### src/rtl/mem_pkg.sv
// Types shared between the memory arbiter and the SPI flash/PSRAM controller.
package mem_pkg;

    typedef enum logic [1:0] {
        TYPE_IMEM_READ  = 2'd0,
        TYPE_DMEM_READ  = 2'd1,
        TYPE_DMEM_WRITE = 2'd2
    } mem_type_t;

    typedef logic [1:0] arb_state_t;

    localparam arb_state_t ST_IDLE      = 2'd0;
    localparam arb_state_t ST_ISSUE     = 2'd1;
    localparam arb_state_t ST_WAIT_BUSY = 2'd2;
    localparam arb_state_t ST_WAIT_DONE = 2'd3;

endpackage

### src/rtl/spi_mem_arbiter.sv
// Shares the SPI memory controller between instruction fetch and data port,
// one transaction at a time, with a bounded data-first streak.
module spi_mem_arbiter
    import mem_pkg::*;
#(
    parameter int unsigned MAX_DATA_STREAK = 4
) (
    input  logic        clk_in,
    input  logic        reset_in,
    input  logic        fetch_req_in,
    input  logic [15:0] fetch_addr_in,
    output logic [15:0] fetch_data_out,
    output logic        fetch_done_out,
    input  logic        data_req_in,
    input  logic        data_we_in,
    input  logic [15:0] data_addr_in,
    input  logic [7:0]  data_wdata_in,
    output logic [7:0]  data_rdata_out,
    output logic        data_done_out,
    output logic [15:0] mem_addr_out,
    output logic        mem_addr_valid_out,
    output mem_type_t   mem_type_out,
    output logic [7:0]  mem_wdata_out,
    input  logic [15:0] mem_flash_data_in,
    input  logic        mem_flash_valid_in,
    input  logic [7:0]  mem_psram_data_in,
    input  logic        mem_psram_valid_in,
    input  logic        mem_busy_in,
    output logic        busy_out
);

    localparam logic [3:0] STREAK_MAX = 4'(MAX_DATA_STREAK);

    arb_state_t  state_q, state_d;
    logic [3:0]  streak_q, streak_d;
    logic        is_fetch_q, is_fetch_d;
    logic [15:0] mem_addr_q, mem_addr_d;
    mem_type_t   mem_type_q, mem_type_d;
    logic [7:0]  mem_wdata_q, mem_wdata_d;
    logic        addr_valid_q, addr_valid_d;
    logic        busy_q, busy_d;
    logic [15:0] fetch_data_q, fetch_data_d;
    logic        fetch_done_q, fetch_done_d;
    logic [7:0]  rdata_q, rdata_d;
    logic        data_done_q, data_done_d;
    logic        take_fetch;
    logic        holdoff;

    // The cycle carrying a done pulse is skipped so a stale req is not regranted
    assign holdoff = fetch_done_q | data_done_q;

    always_comb begin
        state_d      = state_q;
        streak_d     = streak_q;
        is_fetch_d   = is_fetch_q;
        mem_addr_d   = mem_addr_q;
        mem_type_d   = mem_type_q;
        mem_wdata_d  = mem_wdata_q;
        addr_valid_d = 1'b0;
        busy_d       = busy_q;
        fetch_data_d = fetch_data_q;
        fetch_done_d = 1'b0;
        rdata_d      = rdata_q;
        data_done_d  = 1'b0;
        take_fetch   = fetch_req_in && (!data_req_in || streak_q == STREAK_MAX);

        case (state_q)
            ST_IDLE: begin
                if (!fetch_req_in) streak_d = '0;
                if (!holdoff && !mem_busy_in && (fetch_req_in || data_req_in)) begin
                    mem_wdata_d  = data_wdata_in;
                    busy_d       = 1'b1;
                    addr_valid_d = 1'b1;
                    state_d      = ST_ISSUE;
                    if (take_fetch) begin
                        is_fetch_d = 1'b1;
                        mem_addr_d = fetch_addr_in;
                        mem_type_d = TYPE_IMEM_READ;
                        streak_d   = '0;
                    end else begin
                        is_fetch_d = 1'b0;
                        mem_addr_d = data_addr_in;
                        mem_type_d = data_we_in ? TYPE_DMEM_WRITE : TYPE_DMEM_READ;
                        if (fetch_req_in && streak_q != STREAK_MAX)
                            streak_d = streak_q + 4'd1;
                    end
                end
            end
            ST_ISSUE: begin
                state_d = ST_WAIT_BUSY;
            end
            ST_WAIT_BUSY: begin
                if (mem_busy_in) state_d = ST_WAIT_DONE;
            end
            ST_WAIT_DONE: begin
                if (!mem_busy_in) begin
                    if (is_fetch_q) begin
                        if (mem_flash_valid_in) fetch_data_d = mem_flash_data_in;
                        fetch_done_d = 1'b1;
                    end else begin
                        if (mem_type_q == TYPE_DMEM_READ && mem_psram_valid_in)
                            rdata_d = mem_psram_data_in;
                        data_done_d = 1'b1;
                    end
                    busy_d  = 1'b0;
                    state_d = ST_IDLE;
                end
            end
            default: state_d = ST_IDLE;
        endcase
    end

    always_ff @(posedge clk_in or posedge reset_in) begin
        if (reset_in) begin
            state_q      <= ST_IDLE;
            streak_q     <= '0;
            is_fetch_q   <= 1'b0;
            mem_addr_q   <= '0;
            mem_type_q   <= TYPE_IMEM_READ;
            mem_wdata_q  <= '0;
            addr_valid_q <= 1'b0;
            busy_q       <= 1'b0;
            fetch_data_q <= '0;
            fetch_done_q <= 1'b0;
            rdata_q      <= '0;
            data_done_q  <= 1'b0;
        end else begin
            state_q      <= state_d;
            streak_q     <= streak_d;
            is_fetch_q   <= is_fetch_d;
            mem_addr_q   <= mem_addr_d;
            mem_type_q   <= mem_type_d;
            mem_wdata_q  <= mem_wdata_d;
            addr_valid_q <= addr_valid_d;
            busy_q       <= busy_d;
            fetch_data_q <= fetch_data_d;
            fetch_done_q <= fetch_done_d;
            rdata_q      <= rdata_d;
            data_done_q  <= data_done_d;
        end
    end

    assign fetch_data_out     = fetch_data_q;
    assign fetch_done_out     = fetch_done_q;
    assign data_rdata_out     = rdata_q;
    assign data_done_out      = data_done_q;
    assign mem_addr_out       = mem_addr_q;
    assign mem_addr_valid_out = addr_valid_q;
    assign mem_type_out       = mem_type_q;
    assign mem_wdata_out      = mem_wdata_q;
    assign busy_out           = busy_q;

endmodule

### config.mk
export PLATFORM = sky130hd
export DESIGN_NAME = spi_mem_arbiter
export DESIGN_NICKNAME = d
export VERILOG_FILES = /design/src/rtl/mem_pkg.sv /design/src/rtl/spi_mem_arbiter.sv
export SDC_FILE = /design/constraint.sdc
export NUM_CORES = 1
export LEC_CHECK = 0
export CAP_MARGIN = 30
export CORE_MARGIN = 2
export CORE_UTILIZATION = 43
export CTS_BUF_LIST = sky130_fd_sc_hd__clkbuf_4 sky130_fd_sc_hd__clkbuf_8
export CTS_CLUSTER_DIAMETER = 60
export DETAILED_ROUTE_END_ITERATION = 8
export PLACE_DENSITY = 0.82
export SYNTH_ARGS = -nofsm -noshare
export SYNTH_HDL_FRONTEND = slang
export SYNTH_SLANG_ARGS = --single-unit
export TNS_END_PERCENT = 100
### constraint.sdc
create_clock -name clk_in -period 4.3 [get_ports clk_in]
set_input_delay 1.29 -clock clk_in [delete_from_list [all_inputs] [get_ports clk_in]]
set_output_delay 1.29 -clock clk_in [all_outputs]
set_load 0.05 [all_outputs]
==> metrics.log <==
[metrics] critical path startpoint category: input pin
[metrics] horizontal die dimension: 85.1 um
[metrics] number of enable-type register cells in the synthesized netlist: 0
[metrics] critical path arrival: 3.17 ns
[metrics] Hold Worst Slack: 0.499 ns
[metrics] utilization of the core after routing: 67.3%
[metrics] Post CTS Setup Buffer Count: 0
[metrics] level count of the clock H-tree: 3
[metrics] crit path max-delay cell type: sky130_fd_sc_hd__nand4b_1
[metrics] Setup Slack @ Placement: 0.966 ns
[metrics] cell count after synthesis: 247
[metrics] first-pass GRT wire length: 12000 um
[metrics] fraction of the yosys area taken by sequential cells: 54.0%
[metrics] setup total negative slack: 0 ns
[metrics] cell-by-cell trace of the critical path: clkdlybuf4s50_1, nand4b_1, nand3_1, o22ai_1
[metrics] synthesized flop and latch total: 61
[metrics] critical path required time: 4.49 ns
[metrics] startpoint-to-endpoint class of the critical path: in2reg
[metrics] Via Count: 2390
[metrics] # diodes: 0
[metrics] final cycle utilization of the critical path: 69.3%
[metrics] antenna violations before repair: 0
[metrics] number of buffers between clock root and the deepest sink: 2
[metrics] number of gates given a new drive strength after cts: 0
[metrics] initial cell density of the core: 44.5%
[metrics] power per unit of standard cell area: 798 mW/mm^2
[metrics] cell area after technology mapping: 0.00283 sq mm
[metrics] overflow left after global routing: 0
[metrics] number of maximum-capacitance violations: 0
[metrics] largest cells by area after synthesis: sky130_fd_sc_hd__dfrtp_1 (54%), sky130_fd_sc_hd__mux2_2 (13%), sky130_fd_sc_hd__a31oi_1 (3.8%)
[metrics] pin count of the biggest net entering global routing: 35
[metrics] cell types with the highest counts after synthesis: sky130_fd_sc_hd__dfrtp_1 (61), sky130_fd_sc_hd__mux2_2 (33), sky130_fd_sc_hd__o21ai_0 (21)
[metrics] clk root buf: sky130_fd_sc_hd__clkbuf_8
[metrics] most common flop cell mapped by yosys: sky130_fd_sc_hd__dfrtp_1
[metrics] I/O Pins: 126
[metrics] worst-skew pair later-pin latency: 0.33 ns
[metrics] top-area cell type share of the netlist area: 54.0%
[metrics] area growth from synthesis to layout: 51.3%
[metrics] drt via density: 5.32
[metrics] skew final: 0.00353 ns
[metrics] router iterations before antenna repair: 4
[metrics] peak fanout along the critical path: 18
[metrics] total design power: 3.41 mW
[metrics] setup violation total in the final timing report: 0
[metrics] RSZ-0062 raised after global routing: no
[metrics] final hold vios: 0
[metrics] count of input and output buffers: 125
[metrics] outcome: complete, no violations
[metrics] GR Util All Layers: 21.2%
[metrics] yosys warns: 0
[metrics] area of the core: 0.00635 sq mm
[metrics] Period minus WS final: 2.98 ns
[metrics] CTS hold repair buffers: 0
[metrics] slowest cell delay on critical path: 0.72 ns
[metrics] average detailed-routed wire length per instance: 16.1 um
[metrics] nets@finish: 445
[metrics] Max VDD drop: 0.000571 V
[metrics] final worst-path setup slack: 1.32 ns
[metrics] total of fill cells in the finished design: 472
[metrics] HPWL after detailed placement: 5250 um
[metrics] nets in the synthesized netlist: 324
[metrics] final number of max-transition violations: 0
[metrics] total wire length: 7240 um
[metrics] number of nets still failing antenna checks after routing: 0
[metrics] Worst Max-Slew Pin Slew: 0.859 ns
[metrics] top-count cell post-synth: sky130_fd_sc_hd__dfrtp_1
[metrics] # clock sinks: 61
[metrics] largest area contributor in the netlist: sky130_fd_sc_hd__dfrtp_1
[metrics] total DRC errors in the routed layout: 0
[metrics] CTS buffer count: 9
[metrics] leakage: 1.81 nW
[metrics] Iter 0 DRT Violations: 137
[metrics] routability-driven placement congestion ratio: 0.815
[metrics] kind of end point of the critical path: flop
[metrics] Clock Pin Slew Worst Setup and Hold Paths: 0.06 ns
[metrics] worst slew margin relative to its limit: 42.6%
[metrics] Rows: 29
[metrics] number of stages on the worst hold path: 1
[metrics] die area: 0.00723 sq mm
[metrics] Post-Synthesis Mean Instance Area: 11.4 sq um
[metrics] Max Fclk: 0.336 GHz
[metrics] CTS tree: done
[metrics] Yosys cell types: 41
[metrics] fraction of synthesis flops using an asynchronous set or reset pin: 100%
[metrics] Die Ht: 85.1 um
[metrics] share of layout cells above drive strength 1: 16.7%
[metrics] vias in the first global route: 2501
[metrics] r2r worst-path depth: 5
[metrics] kind of path behind the tightest hold check: reg2reg
==> metrics by stage <==
step / std cells / area, sq um
after floorplan: 247 / 2830
after global placement: 434 / 4100
after detailed placement: 434 / 4100
after CTS: 449 / 4270
after global routing: 449 / 4270
final: 449 / 4270
==> routing by layer <==
metal / up-vias / wire, um / share of wire [%] / global-route usage, %
li1: 1138 / - / - / -
met1: 1158 / 3000 / 41 / 26.4
met4: 0 / 140 / 1.9 / 8.37
met5: - / 0 / 0 / 0
met2: 80 / 3660 / 51 / 34.9
met3: 14 / 439 / 6.1 / 5.93
==> cells in the final DEF (no fill, tap or decap), drive strengths merged, types with 2 or more instances in the layout <==
cell type | netlist | layout
a211oi | 3 | 3
a21oi | 18 | 18
a31oi | 17 | 17
buf | 9 | 4
clkbuf | 10 | 11
clkdlybuf4s50 | 0 | 125
clkinv | 0 | 4
dfrtp | 61 | 61
ha | 5 | 5
inv | 11 | 11
mux2 | 33 | 33
nand2 | 7 | 7
nand2b | 2 | 2
nand3 | 19 | 19
nand4 | 2 | 2
nor2b | 4 | 4
nor3 | 2 | 2
o211ai | 2 | 2
o21ai | 21 | 21
o22ai | 2 | 2
or2 | 2 | 2
==> flip-flops by register name, summed over array words and instances (netlist names) <==
| signal | flops |
|---|---|
| busy_out | 1 |
| data_done_out | 1 |
| data_rdata_out | 8 |
| fetch_data_out | 16 |
| fetch_done_out | 1 |
| is_fetch_q | 1 |
| mem_addr_out | 16 |
| mem_addr_valid_out | 1 |
| mem_type_out | 2 |
| mem_wdata_out | 8 |
| state_q | 2 |
| streak_q | 4 |
==> kinds of logic after synthesis <==
family                   share of synthesized area [%]
flip-flops                                        54.0
multiplexers                                      13.5
adder cells (fa/ha/maj)                           2.21
buffers and inverters                             5.36
AND/OR/NAND/NOR                                   10.1
AO/OA/AOI/OAI                                     14.8
==> layout make-up <==
type                       count  area (sq um)  share of cell area [%]
inverter                      11          41.3                   0.966
tap                           77          96.3                    2.25
clock buffer                  11           151                    3.54
sequential                    61          1530                    35.7
timing repair buffer         129          1280                    30.0
clock inverter                 4          23.8                   0.556
multi-input combinational    156          1150                    27.0
==> worst max-delay path, delay by kind of cell <==
kind / cells / cell delay, ns
AOI/OAI and AO/OA: 1 / 0.11
buffers and inverters: 1 / 0.70
and+or+nand+nor: 2 / 1.07
==> path summary, 6_finish.rpt <==
kind,from,end,slack [ns]
worst max-delay path,fetch_req_in,mem_type_out[0]$_DFFE_PP0P_,1.32
worst min-delay path,is_fetch_q$_DFFE_PP0P_,data_done_out$_DFF_PP0_,0.50
worst max register to register,state_q[0]$_DFFE_PP0P_,mem_wdata_out[0]$_DFFE_PP0P_,2.13
worst min register to register,is_fetch_q$_DFFE_PP0P_,data_done_out$_DFF_PP0_,0.50
max in group asynchronous,reset_in,fetch_data_out[7]$_DFFE_PP0P_,2.09
min in group asynchronous,reset_in,data_rdata_out[2]$_DFFE_PP0P_,1.38
==> power by group <==
part	leakage (nW)	total [mW]	internal, mW	switching, mW
Combinational	0.963	1.96	0.719	1.25
Clock	0.0949	0.454	0.235	0.219
Sequential	0.755	0.994	0.834	0.160
(Power assumes the default switching activity.)
